`src/rtl/fetch_pkg.sv`:
```
// Shared fetch types and defaults; in_bounds() is the ROM window test used when
// FETCH_BOUNDS_EN is defined.
package fetch_pkg;

  localparam logic [31:0] RESET_PC_DEFAULT  = 32'h0000_3000;
  localparam int unsigned IM_WORDS_DEFAULT  = 1024;
  localparam int unsigned BUF_DEPTH_DEFAULT = 2;

  typedef struct packed {
    logic [31:0] pc;
    logic [31:0] word;
  } fetch_entry_t;

  // 33-bit compare so a window ending at 2^32 does not wrap to zero
  function automatic logic in_bounds(input logic [31:0] pc,
                                     input logic [31:0] base,
                                     input int unsigned words);
    logic [32:0] lo;
    logic [32:0] hi;
    logic [32:0] a;
    lo = {1'b0, base};
    hi = lo + ({1'b0, 32'(words)} << 2);
    a  = {1'b0, pc};
    return (a >= lo) && (a < hi);
  endfunction

endpackage

```
`src/rtl/fetch_buf.sv`:
```
// Circular prefetch FIFO of {pc, word} entries; head visible in the cycle after the push.
// Push is dropped when full unless a pop frees a slot in the same cycle; flush empties it.
module fetch_buf
  import fetch_pkg::*;
#(
  parameter int unsigned DEPTH = 2,
  localparam int unsigned CW   = $clog2(DEPTH + 1)
) (
  input  logic          clk,
  input  logic          reset,
  input  logic          push,
  input  fetch_entry_t  push_entry,
  input  logic          pop,
  input  logic          flush,
  output logic [CW-1:0] count,
  output logic          head_valid,
  output fetch_entry_t  head_entry
);

  localparam int unsigned PW = $clog2(DEPTH);

  fetch_entry_t  mem [DEPTH];
  logic [PW-1:0] wr_ptr;
  logic [PW-1:0] rd_ptr;
  logic [CW-1:0] cnt;
  logic          do_push;
  logic          do_pop;

  assign do_pop  = pop && (cnt != '0);
  assign do_push = push && ((cnt != CW'(DEPTH)) || do_pop);

  // DEPTH is a power of two, so the pointers wrap on their own
  always_ff @(posedge clk or negedge reset) begin
    if (!reset) begin
      wr_ptr <= '0;
      rd_ptr <= '0;
      cnt    <= '0;
      for (int i = 0; i < DEPTH; i++) begin
        mem[i] <= '0;
      end
    end else if (flush) begin
      wr_ptr <= '0;
      rd_ptr <= '0;
      cnt    <= '0;
    end else begin
      if (do_push) begin
        mem[wr_ptr] <= push_entry;
        wr_ptr      <= wr_ptr + 1'b1;
      end
      if (do_pop) begin
        rd_ptr <= rd_ptr + 1'b1;
      end
      cnt <= cnt + CW'(do_push) - CW'(do_pop);
    end
  end

  assign count      = cnt;
  assign head_valid = (cnt != '0);
  assign head_entry = mem[rd_ptr];

endmodule

```
`src/rtl/fetch_ctrl.sv`:
```
// Fetch PC owner: one ROM word per cycle into fetch_buf, redirect flushes and retargets.
// Optional FETCH_BOUNDS_EN adds a sticky out-of-window fault; decode stalls via ins_ready.
module fetch_ctrl
  import fetch_pkg::*;
#(
  parameter logic [31:0] RESET_PC  = RESET_PC_DEFAULT,
  parameter int unsigned IM_WORDS  = IM_WORDS_DEFAULT,
  parameter int unsigned BUF_DEPTH = BUF_DEPTH_DEFAULT
) (
  input  logic        clk,
  input  logic        reset,
  output logic [31:0] imem_addr,
  input  logic [31:0] imem_rdata,
  input  logic        redirect_valid,
  input  logic [31:0] redirect_pc,
  input  logic        halt,
  output logic        ins_valid,
  input  logic        ins_ready,
  output logic [31:0] ins_word,
  output logic [31:0] ins_pc,
  output logic        fetch_fault
);

  localparam int unsigned CW = $clog2(BUF_DEPTH + 1);

  if (BUF_DEPTH < 2 || (BUF_DEPTH & (BUF_DEPTH - 1)) != 0 || IM_WORDS == 0) begin : g_bad_cfg
    $error("fetch_ctrl: BUF_DEPTH must be a power of two >= 2 and IM_WORDS nonzero");
  end

  logic [31:0]  fpc;
  logic [31:0]  fpc_nxt;
  logic [31:0]  target;
  logic [CW-1:0] buf_count;
  logic         pop;
  logic         fetch_try;
  logic         push;
  logic         fault;
  fetch_entry_t push_entry;
  fetch_entry_t head_entry;
  logic         unused_lsbs;

  assign target      = {redirect_pc[31:2], 2'b00};
  assign unused_lsbs = ^redirect_pc[1:0];

  assign pop       = ins_valid & ins_ready;
  assign fetch_try = !redirect_valid && !halt && !fault &&
                     ((buf_count < CW'(BUF_DEPTH)) || pop);

`ifdef FETCH_BOUNDS_EN
  logic fpc_ok;
  assign fpc_ok = in_bounds(fpc, RESET_PC, IM_WORDS);
  assign push   = fetch_try && fpc_ok;

  // Only an in-window redirect target releases the fault; fpc stays frozen meanwhile
  always_ff @(posedge clk or negedge reset) begin
    if (!reset) begin
      fault <= 1'b0;
    end else if (redirect_valid) begin
      if (in_bounds(target, RESET_PC, IM_WORDS)) begin
        fault <= 1'b0;
      end
    end else if (fetch_try && !fpc_ok) begin
      fault <= 1'b1;
    end
  end
`else
  assign push  = fetch_try;
  assign fault = 1'b0;
`endif

  assign fetch_fault = fault;

  always_comb begin
    fpc_nxt = fpc;
    if (redirect_valid) begin
      fpc_nxt = target;
    end else if (push) begin
      fpc_nxt = fpc + 32'd4;
    end
  end

  always_ff @(posedge clk or negedge reset) begin
    if (!reset) begin
      fpc <= RESET_PC;
    end else begin
      fpc <= fpc_nxt;
    end
  end

  assign imem_addr       = fpc;
  assign push_entry.pc   = fpc;
  assign push_entry.word = imem_rdata;

  fetch_buf #(
    .DEPTH (BUF_DEPTH)
  ) u_buf (
    .clk        (clk),
    .reset      (reset),
    .push       (push),
    .push_entry (push_entry),
    .pop        (pop),
    .flush      (redirect_valid),
    .count      (buf_count),
    .head_valid (ins_valid),
    .head_entry (head_entry)
  );

  assign ins_pc   = head_entry.pc;
  assign ins_word = head_entry.word;

endmodule

```
`config.mk`:
```
export PLATFORM = sky130hd
export DESIGN_NAME = fetch_ctrl
export DESIGN_NICKNAME = d
export VERILOG_FILES = /design/src/rtl/fetch_pkg.sv /design/src/rtl/fetch_buf.sv /design/src/rtl/fetch_ctrl.sv
export SDC_FILE = /design/constraint.sdc
export NUM_CORES = 1
export LEC_CHECK = 0
export ABC_AREA = 1
export CAP_MARGIN = 5
export CORE_MARGIN = 3
export CORE_UTILIZATION = 30
export CTS_CLUSTER_DIAMETER = 50
export DETAILED_ROUTE_END_ITERATION = 10
export HOLD_SLACK_MARGIN = 0.15
export MAX_ROUTING_LAYER = met4
export SYNTH_ARGS = -nofsm -noshare
export SYNTH_HDL_FRONTEND = slang
export SYNTH_SLANG_ARGS = --single-unit
```
`constraint.sdc`:
```
create_clock -name clk -period 1.8 [get_ports clk]
set_input_delay 0.36 -clock clk [delete_from_list [all_inputs] [get_ports clk]]
set_output_delay 0.36 -clock clk [all_outputs]
set_load 0.01 [all_outputs]
```
==> metrics.cfg, run 1 <==
[critical_path]
slowest_stage=dfrtp_2
cp_cell_sequence=clkinv_4 -> buf_8 -> buf_12 -> buf_6 -> nand2_2 -> nand2_2 -> buf_6
r2r_slack_ns=0.15
slowest_delay_ns=0.41
crit_required_ns=1.44
cp_max_fo=7
critPathArrivalTime_ns=1.53
end_kind=output pin
critPathLaunchType=flop
path_class=flop to output pin

[synth]
ys_types=33
yosys.area.top_type=dfrtp_1
synth_cells=1011
ys.flop_type=dfrtp_1
synth_edf_count=0
yosysTopAreaCellShare=0.503
syn_area_per_cell_sq_um=7.68
ys_async_sr_fraction=1.00
synth-seq-cells=158
ys_warn_count=0
yosysSeqAreaShare=0.510
yosys-top-cells-area=dfrtp_1 (50%), nand2_1 (21%), o21ai_1 (7.7%), inv_1 (4.4%), nand3_1 (2.6%)
syn-cell-area_sq_mm=0.00776

[finish]
final_layout_size_suffix_gt1_frac=0.205
layout.nets=1270
n_fill_cell=2567
n_antenna_cell=0
stdcell_count=1541
final_util=0.430
syn2layout_area_growth_pct=40.3

[sta]
period_share=1.05
finalWorstPathRequiredPeriod_ns=1.89
setup_viol=10
layout_setup_ws_ns=-0.0870
clock.fmax_mhz=530
rsz0062_at_grt=true
fin_setup_tns_ns=-0.232
final-hold-violation-count=0
finalMaxSlewViolations=0
finClkSkew_ns=0.0118

[floorplanning]
die_y_um=167
rows=58
ioPinCount=167
die_w_um=167
core-area_sq_mm=0.0253
die_area_sq_mm=0.0278
start_util=0.306

[power_and_ir_drop]
p_leak_nw=5.47
vdd_ir_drop_max_mv=0.594
total_power_w=0.0153
power-per-cell-area_mw_per_mm2=1410

[global_route]
grt_pass1_wl_mm=36.4
overflow=0
grt_pass1_vias=6759
grt_max_degree=51
antenna_found_initial=0
track_usage=0.166

[status]
status=finished, violations left
violations=negative setup slack

[clocking]
h-tree-depth=4
cts_sinks=158
clock_latency_ns=0.42
clk_pin_slew_ns=0.07
cts_tree=built
cts_root_buffer=clkbuf_16
max-clock-path-buffers=2
cts_made_buffers=17

[place]
portBuffers=159
gp_congestion=0.917
place_inst=1484
place_hpwl_mm=15.3

[routing]
drt-pass1-iter-count=5
drcViolationCount=0
wl_per_cell_um=14.4
drt_iter0_markers=463
viasPerCell=4.52
vias=6972
finalWirelength_mm=22.2
ant_nets=0

[run]
cap_violations=0

[hold_path]
hold_path.class=primary input to async pin

-- report_power, final --
group          switching, W  leakage [nW]  internal (W)
logic               0.00309          3.21       0.00280
registers          0.000799          1.95       0.00481
clock network       0.00160         0.307       0.00224
-- timing repair --
action | 4_1_cts | 5_1_grt
hold buffers | 1 | 0
resized for setup | 324 | 77
hold endpoints to repair | 37 | 0
setup endpoints to repair | 86 | 76
buffers inserted | 18 | 5
pin swaps | 10 | 14
gates cloned | 4 | 1
-- cell type report --
class / count / area, sq um / share of cell area
Inverter: 93 / 359 / 0.0330
Tap cell: 330 / 413 / 0.0379
Multi-Input combinational cell: 711 / 3330 / 0.306
Clock inverter: 15 / 200 / 0.0184
Clock buffer: 17 / 425 / 0.0391
Timing Repair Buffer: 217 / 2190 / 0.201
Sequential cell: 158 / 3970 / 0.365
-- worst paths after layout --
check	startpoint	to	cells past startpoint
hold / removal	reset	u_buf.mem[93]$_DFFE_PN0P_	2
min in group clk	redirect_pc[12]	imem_addr[12]$_DFFE_PN1P_	3
hold reg to reg	u_buf.mem[34]$_DFFE_PN0P_	u_buf.mem[34]$_DFFE_PN0P_	2
setup reg to reg	imem_addr[2]$_DFFE_PN0P_	imem_addr[24]$_DFFE_PN0P_	8
max in group asynchronous	reset	imem_addr[13]$_DFFE_PN1P_	3
setup / recovery	u_buf.rd_ptr$_DFFE_PN0P_	ins_word[7]	7
-- logic make-up (layout without fill, tap and decap cells) --
kind of cell | Yosys count | in the layout | synth area share
buffers and inverters | 146 | 342 | 0.0904
DFF | 158 | 158 | 0.510
other | 1 | 5 | 0.000483
AOI/OAI and AO/OA | 169 | 169 | 0.116
and+or+nand+nor | 529 | 529 | 0.273
adders and majority gates | 3 | 3 | 0.00484
xor gates and xnor gates | 5 | 5 | 0.00564
-- state kept, by name, summed over array words and instances, names as in the netlist --
register / count
u_buf.mem: 124
imem_addr: 30
u_buf.count: 2
u_buf.rd_ptr: 1
u_buf.wr_ptr: 1
-- placed cells by master (no fill, tap or decap), drive strengths merged --
cell type,n
a21oi,4
a22oi,2
and2,2
buf,119
bufinv,3
clkbuf,18
clkdlybuf4s50,79
clkinv,7
conb,5
dfrtp,156
dfstp,2
dlygate4sd2,7
dlygate4sd3,1
dlymetal6s2s,10
ha,3
inv,98
nand2,443
nand3,41
nor2,40
nor3,3
o211ai,3
o21ai,154
o21bai,2
o221ai,1
o22ai,2
o31ai,1
xnor2,2
xor2,3
-- Yosys cell counts (5+ instances only) --
cell / n
buf_2: 5
buf_4: 8
buf_6: 15
clkbuf_1: 21
dfrtp_1: 156
inv_1: 90
nand2_1: 439
nand3_1: 41
nor2_1: 34
nor2_4: 6
o21ai_0: 28
o21ai_1: 120
o21ai_2: 5
-- critical path: cells and delay by family, from the launching register on --
kind,cells,cell delay (ns)
buffers and inverters,5,0.60
flip-flops,1,0.41
AND/OR/NAND/NOR,2,0.11
-- layer usage --
layer,vias to the layer above,track usage,wire (um)
li1,3527,-,-
met1,3241,0.235,10900
met2,190,0.248,10100
met3,14,0.0375,1080
met4,0,0.0334,248
met5,-,-,0
-- per-stage QoR --
stage	hold slack (ns)	instance area (sq um)	worst slack (ns)
after floorplan	0.0644	7780	0.307
after global placement	0.307	9830	-0.0196
after detailed placement	0.309	9830	-0.0327
after CTS	0.450	10700	-0.142
after global routing	0.473	10900	-0.179
final	0.434	10900	-0.0870
No activity file was read; power rests on OpenSTA's default activity.
==> inputs of run 2 (changes only) <==
- MAX_ROUTING_LAYER: met4 -> not set
==> run 2 against run 1 <==
Compared with the run above: the flow still finishes with violations (negative setup slack); core utilization rose by 2.3 points; non-clock buffer count is 24 higher; register-to-register slack gained 0.03 ns; clock power shrank 12%; critical path depth is the same; sequential share of layout area decreased by 1.8 points; largest cell class unchanged; largest power group unchanged.
==> metrics.cfg, run 2 (same netlist as run 1, synthesis figures left out) <==
[status]
status=finished, violations left
violations=negative setup slack

[power_and_ir_drop]
p_switching_w=0.00589
p_clk_frac=0.212
vdd_ir_drop_max_mv=0.599
power-per-cell-area_mw_per_mm2=1400
p_leak_nw=5.83
total_power_w=0.0160
internal_power_w=0.0101
pwr-share-comb=0.430
sw_frac_of_total=0.368
seq_power_share=0.358

[run]
cap_violations=0

[clocking]
max-clock-path-buffers=2
cts_sinks=158
cts_tree=built
h-tree-depth=4
cts_root_buffer=clkbuf_16
clk_pin_slew_ns=0.06
cts_made_buffers=17
clock_latency_ns=0.43

[routing]
drt-pass1-iter-count=5
drt_iter0_markers=387
ant_nets=0
met3WireLength_mm=1.15
finalWirelength_mm=23.0
drcViolationCount=0
routed.top_layer=met4
vias=7151
wl_met1_mm=10.8
wl_per_cell_um=14.7
wl_met2_mm=10.8
viasPerCell=4.57

[critical_path]
critPathLaunchType=flop
slowest_delay_ns=0.44
cp_max_fo=6
rr_endpoint=imem_addr[23]$_DFFE_PN0P_
cp_cell_sequence=buf_6 -> buf_12 -> buf_16 -> buf_12 -> nand2_4 -> nand2_2 -> buf_6
r2r_slack_ns=0.18
path_class=flop to output pin
cp_num_buf_inv=5
cp_top_family=buffers and inverters
r2r-start=imem_addr[2]$_DFFE_PN0P_
critPathArrivalTime_ns=1.61
slowest_stage=dfrtp_2
end_kind=output pin
reg2regPathDepth=7
crit_required_ns=1.44

[finish]
final_util=0.452
largest_reg_flops=124
layout.nets=1294
final_common_cell=nand2_1
final_cell_mix=nand2_1 (342), dfrtp_1 (147), o21ai_1 (120), inv_1 (90), clkdlybuf4s50_1 (77)
stdcell_count=1565
syn2layout_area_growth_pct=47.6
final_layout_size_suffix_gt1_frac=0.246
top_register=u_buf.mem
n_antenna_cell=0

[global_route]
grt_max_degree=51
overflow=0
grt_pass1_vias=7018
antenna_found_initial=0
track_usage=0.164
grt_pass1_wl_mm=36.8

[floorplanning]
die_y_um=167
ioPinCount=167
die_area_sq_mm=0.0278
die_w_um=167
start_util=0.306
core-area_sq_mm=0.0253
rows=58

[place]
gp_congestion=0.882
place_hpwl_mm=15.4
place_inst=1486
portBuffers=159

[hold_path]
hold_path.class=primary input to async pin

[sta]
finalMaxSlewViolations=0
rsz0062_at_grt=true
finClkSkew_ns=0.0146
clock.fmax_mhz=508
final-hold-violation-count=0
fin_setup_tns_ns=-4.03
setup_viol=50
layout_setup_ws_ns=-0.169
period_share=1.09
finalWorstPathRequiredPeriod_ns=1.97

run 2: changes by cell type in the layout (fill, tap and decap cells not counted), sizes merged:
cell / before / now
bufinv: 3 / 0
inv: 98 / 97
clkinvlp: 0 / 2
dlygate4sd2: 7 / 8
clkdlybuf4s50: 79 / 77
clkinv: 7 / 8
dlymetal6s2s: 10 / 11
buf: 119 / 142
clkbuf: 18 / 20
run 2: repair_timing:
item | CTS | global route
gates resized for setup | 389 | 109
hold buffers | 1 | 0
gates cloned | 7 | 2
hold endpoints to repair | 156 | 0
setup endpoints to repair | 85 | 78
pin swaps | 22 | 24
setup buffers | 25 | 14
run 2: area by class of cell:
class | instances | area [sq um]
Sequential cell | 158 | 3970
Fill cell | 2504 | 13900
Timing Repair Buffer | 241 | 2610
Tap cell | 330 | 413
Clock buffer | 18 | 439
Multi-Input combinational cell | 711 | 3560
Clock inverter | 14 | 108
Inverter | 93 | 359
run 2: metal layers:
| metal | global-route usage | up-vias |
|---|---|---|
| met2 | 0.263 | 202 |
| met4 | 0.0369 | 0 |
| li1 | - | 3597 |
| met3 | 0.0361 | 20 |
| met1 | 0.227 | 3332 |
| met5 | 0 | - |
run 2: metrics by stage:
step                area [sq um]  hold WS, ns  setup WS [ns]
CTS                        11000        0.363         -0.196
floorplan                   7780       0.0644          0.307
global placement            9850        0.222        -0.0259
finish                     11500        0.369         -0.169
detailed placement          9850        0.221        -0.0600
global route               11500        0.386         -0.221
run 2: worst max path at each step:
stage,start,end,slack (ns),cells past startpoint
after floorplan,u_buf.count[1]$_DFF_PN0_,u_buf.count[1]$_DFF_PN0_,0.31,9
after global placement,u_buf.rd_ptr$_DFFE_PN0P_,ins_pc[2],-0.03,5
after detailed placement,u_buf.rd_ptr$_DFFE_PN0P_,ins_pc[5],-0.06,5
after CTS,u_buf.rd_ptr$_DFFE_PN0P_,ins_word[25],-0.20,7
after global routing,u_buf.rd_ptr$_DFFE_PN0P_,ins_word[2],-0.22,7
final,u_buf.rd_ptr$_DFFE_PN0P_,ins_word[2],-0.17,7
run 2: power groups by stage:
stage | clock (W) | sequential (W) | combinational (W)
floorplan | 0 | 0.00547 | 0.00277
global placement | 0 | 0.00556 | 0.00548
detailed placement | 0 | 0.00560 | 0.00556
CTS | 0.00346 | 0.00562 | 0.00635
global route | 0.00362 | 0.00590 | 0.00755
finish | 0.00338 | 0.00573 | 0.00688
